File: src/rtl/mino_settle_cnt.sv
// Loadable down-counter with a zero flag; times how long each stimulus
// vector is held before its response is sampled.
module mino_settle_cnt #(
    parameter int W = 4
) (
    input  logic         clk,
    input  logic         rst,
    input  logic         i_load,
    input  logic [W-1:0] i_load_val,
    input  logic         i_dec,
    output logic         o_zero
);

    logic [W-1:0] r_cnt;

    // Load has priority over decrement; the count parks at zero.
    always_ff @(posedge clk) begin
        if (rst) begin
            r_cnt <= '0;
        end else if (i_load) begin
            r_cnt <= i_load_val;
        end else if (i_dec && (r_cnt != '0)) begin
            r_cnt <= r_cnt - 1'b1;
        end
    end

    assign o_zero = (r_cnt == '0);

endmodule

File: config.mk
export PLATFORM = sky130hd
export DESIGN_NAME = mino_settle_cnt
export DESIGN_NICKNAME = d
export VERILOG_FILES = /design/src/rtl/mino_settle_cnt.sv
export SDC_FILE = /design/constraint.sdc
export NUM_CORES = 1
export LEC_CHECK = 0
export CELL_PAD_IN_SITES_DETAIL_PLACEMENT = 1
export CELL_PAD_IN_SITES_GLOBAL_PLACEMENT = 1
export CORE_AREA = 2 2 39 41
export CTS_CLUSTER_SIZE = 25
export DETAILED_ROUTE_END_ITERATION = 8
export DIE_AREA = 0 0 41 43
export GPL_ROUTABILITY_DRIVEN = 0
export HOLD_SLACK_MARGIN = 0.03
export PLACE_DENSITY = 0.57
export SYNTH_ARGS = -nofsm -noshare
export SYNTH_HDL_FRONTEND = slang
export SYNTH_SLANG_ARGS = --single-unit
File: constraint.sdc
create_clock -name clk -period 2.87 [get_ports clk]
set_input_delay 0.4305 -clock clk [delete_from_list [all_inputs] [get_ports clk]]
set_output_delay 0.4305 -clock clk [all_outputs]
set_load 0.02 [all_outputs]
==> reports/summary.json <==
{
  "tritoncts": "yes",
  "grt_use_total": 0.104,
  "dp.cells": 53,
  "clk_transition_reported_paths_ns": 0.03,
  "die_h_um": 43,
  "fin_area_um2": 385,
  "use_met1": 0.109,
  "setup_ws_ns": 0.446,
  "num_io_pins": 9,
  "max_clock_freq_mhz": 412,
  "ys_top_cells_by_area": "sky130_fd_sc_hd__dfxtp_1, sky130_fd_sc_hd__a2111oi_4, sky130_fd_sc_hd__nor2_1",
  "post_layout_nonfiller_instances": 56,
  "die-area_um2": 1760,
  "postCtsSetupBuffers": 0,
  "placement_row_count": 14,
  "grt_antenna_before_repair": 0,
  "crit_fanout": 5,
  "cts_max_path_buffers": 2,
  "synth_enable_flop_cells": 0,
  "power.leakage_nw": 0.145,
  "grt_pass1_vias": 282,
  "worst_ep_arrival_time_ns": 1.99,
  "fin_crit_ns": 2.42,
  "net_count_after_synthesis": 38,
  "worstSetupStartpointType": "flop",
  "synthesis.yosys.warnings": 0,
  "hold_class": "reg2reg",
  "postPlaceCellArea_um2": 363,
  "simple_gate_area_share_of_the_yosys_netlist": 0.286,
  "tritoncts_num_sinks": 4,
  "detailed_router_s_first_iteration_violation_count": 1,
  "initial_core_util": 0.190,
  "numCtsBuffers": 3,
  "post_synth_most_frequent_cells": "sky130_fd_sc_hd__nor2_1, sky130_fd_sc_hd__dfxtp_1, sky130_fd_sc_hd__inv_1",
  "crit_path_top_delay_cell": "sky130_fd_sc_hd__clkdlybuf4s50_1",
  "drcViolationCount": 0,
  "met2_usage": 0.159,
  "first_pass_iters": 3,
  "synth-adder-area-share": 0.0476,
  "area_growth_pct": 46.7,
  "cts_hold_repair.buffers": 0,
  "endpoint_kind": "output pin",
  "max_slew_margin": 0.793,
  "globalRouteOverflowTotal": 0,
  "setup-tns-final_ns": 0,
  "critical_path_start_end_classification": "reg2out",
  "synth.lib_cells_used.distinct": 16,
  "route.vias.total": 265,
  "drt-total-wl_um": 734,
  "reg_top3": "r_cnt x4",
  "fin_worst_skew_ns": 0.000619,
  "main_combinational_cell_family_by_area_after_synthesis": "simple AND/OR/NAND/NOR gates",
  "grt_use_met3": 0.0681,
  "finalPower_uw": 185,
  "crit_path_cell_chain": "inv_1 -> ha_1 -> or3b_4 -> inv_1 -> clkdlybuf4s50_1",
  "hold-worst-slack_ns": 0.550,
  "setup_viol": 0,
  "die_width_um": 41,
  "wl_per_cell_um": 13.1,
  "grt_busiest_layer": "met2",
  "core_area_um2": 1380,
  "antenna_cells_inserted": 0,
  "ir_worst_vdd_uv": 214,
  "yosysMostFrequentCell": "sky130_fd_sc_hd__nor2_1",
  "grt_first_pass_wirelength_um": 1190,
  "postSynth.topFlopCell": "sky130_fd_sc_hd__dfxtp_1",
  "largest_register_ffs": 4,
  "netlist_area_um2": 263,
  "startpoint": "r_cnt[1]",
  "drv_cap": 0,
  "insertion_delay_ns": 0.23,
  "run_status": "complete, no violations",
  "synth_compound_gate_area_share": 0.267,
  "cpPeakStageDelay_ns": 0.59,
  "root_buffer": "sky130_fd_sc_hd__clkbuf_4",
  "rr_startpoint": "r_cnt[1]",
  "final_worst_path_period_share": 0.845,
  "finalHoldViolCount": 0,
  "avg_cell_area_syn_um2": 9.06,
  "required_worst_endpoint_ns": 2.44,
  "synthCells": 29,
  "place_worst_setup_slack_ns": 0.694,
  "viasPerCell": 4.73,
  "nNetsFinal": 51,
  "h-tree-depth": 1,
  "yosysTopAreaCell": "sky130_fd_sc_hd__dfxtp_1",
  "regMostFlops": "r_cnt",
  "cts-resized-gates": 0,
  "worst-slew-pin-transition_ns": 0.309,
  "synth_async_sr_flop_share": 0,
  "synth_sequential_area_ratio": 0.305,
  "port_buffers": 8,
  "timing.critical_path.mode_cell": "sky130_fd_sc_hd__inv_1",
  "synth_seq_cells": 4,
  "rsz0062_at_grt": "no",
  "timing.final.max_slew_violations": 0,
  "synth_xor_xnor_area_share": 0,
  "min_from": "r_cnt[2]",
  "synth.mux.area_fraction": 0.0381,
  "synth_top_cell_area_share": 0.305,
  "final_layout_size_suffix_gt1_frac": 0.150,
  "dp_hpwl_um": 591,
  "finish.utilization": 0.278,
  "route.antenna.remaining_nets": 0,
  "grt_max_degree": 8,
  "power.density_cell_area_nw_per_um2": 479
}
-- power by group --
group	switching (mW)	internal, mW
Combinational	0.0259	0.0273
Sequential	0.00441	0.0609
Clock	0.0196	0.0465
Total	0.0499	0.135
-- layer usage --
layer | part of all wire | up-vias | routed length [um]
li1 | - | 131 | -
met1 | 0.40 | 125 | 290
met2 | 0.53 | 9 | 391
met3 | 0.069 | 0 | 51
met4 | 0 | 0 | 0
met5 | 0 | - | 0
-- worst max-delay path, delay by kind of cell (launching register included) --
kind                       cells  cell delay (ns)
buffers and inverters          3             0.78
and+or+nand+nor                1             0.44
DFF                            1             0.31
adders and majority gates      1             0.23
-- path summary, 6_finish.rpt --
kind	to	slack [ns]	cells past startpoint
worst max-delay path	o_zero	0.45	5
worst max register to register	r_cnt[1]	1.21	5
worst min register to register	r_cnt[2]	0.55	2
worst min-delay path	r_cnt[2]	0.55	2
-- placed cells by master, fill, tap and decap left out, drive strengths merged, types with 2 or more instances in the layout --
cell           n
clkbuf         3
inv            4
nor2           5
clkdlybuf4s50  8
nand2          3
dfxtp          4
a311oi         2
-- kinds of logic (layout without fill, tap and decap cells) --
group | count (synthesis) | after routing
adders and majority gates | 1 | 1
DFF | 4 | 4
muxes | 1 | 1
AOI/OAI and AO/OA | 6 | 6
and+or+nand+nor | 13 | 13
buffers and inverters | 4 | 15
-- area by class of cell --
class	count	area, um2
Clock buffer	3	22.5
Fill cell	162	998
Inverter	4	15.0
Multi-Input combinational cell	21	168
Sequential cell	4	80.1
Tap cell	16	20.0
Timing Repair Buffer	8	80.1
(Power assumes the default switching activity.)
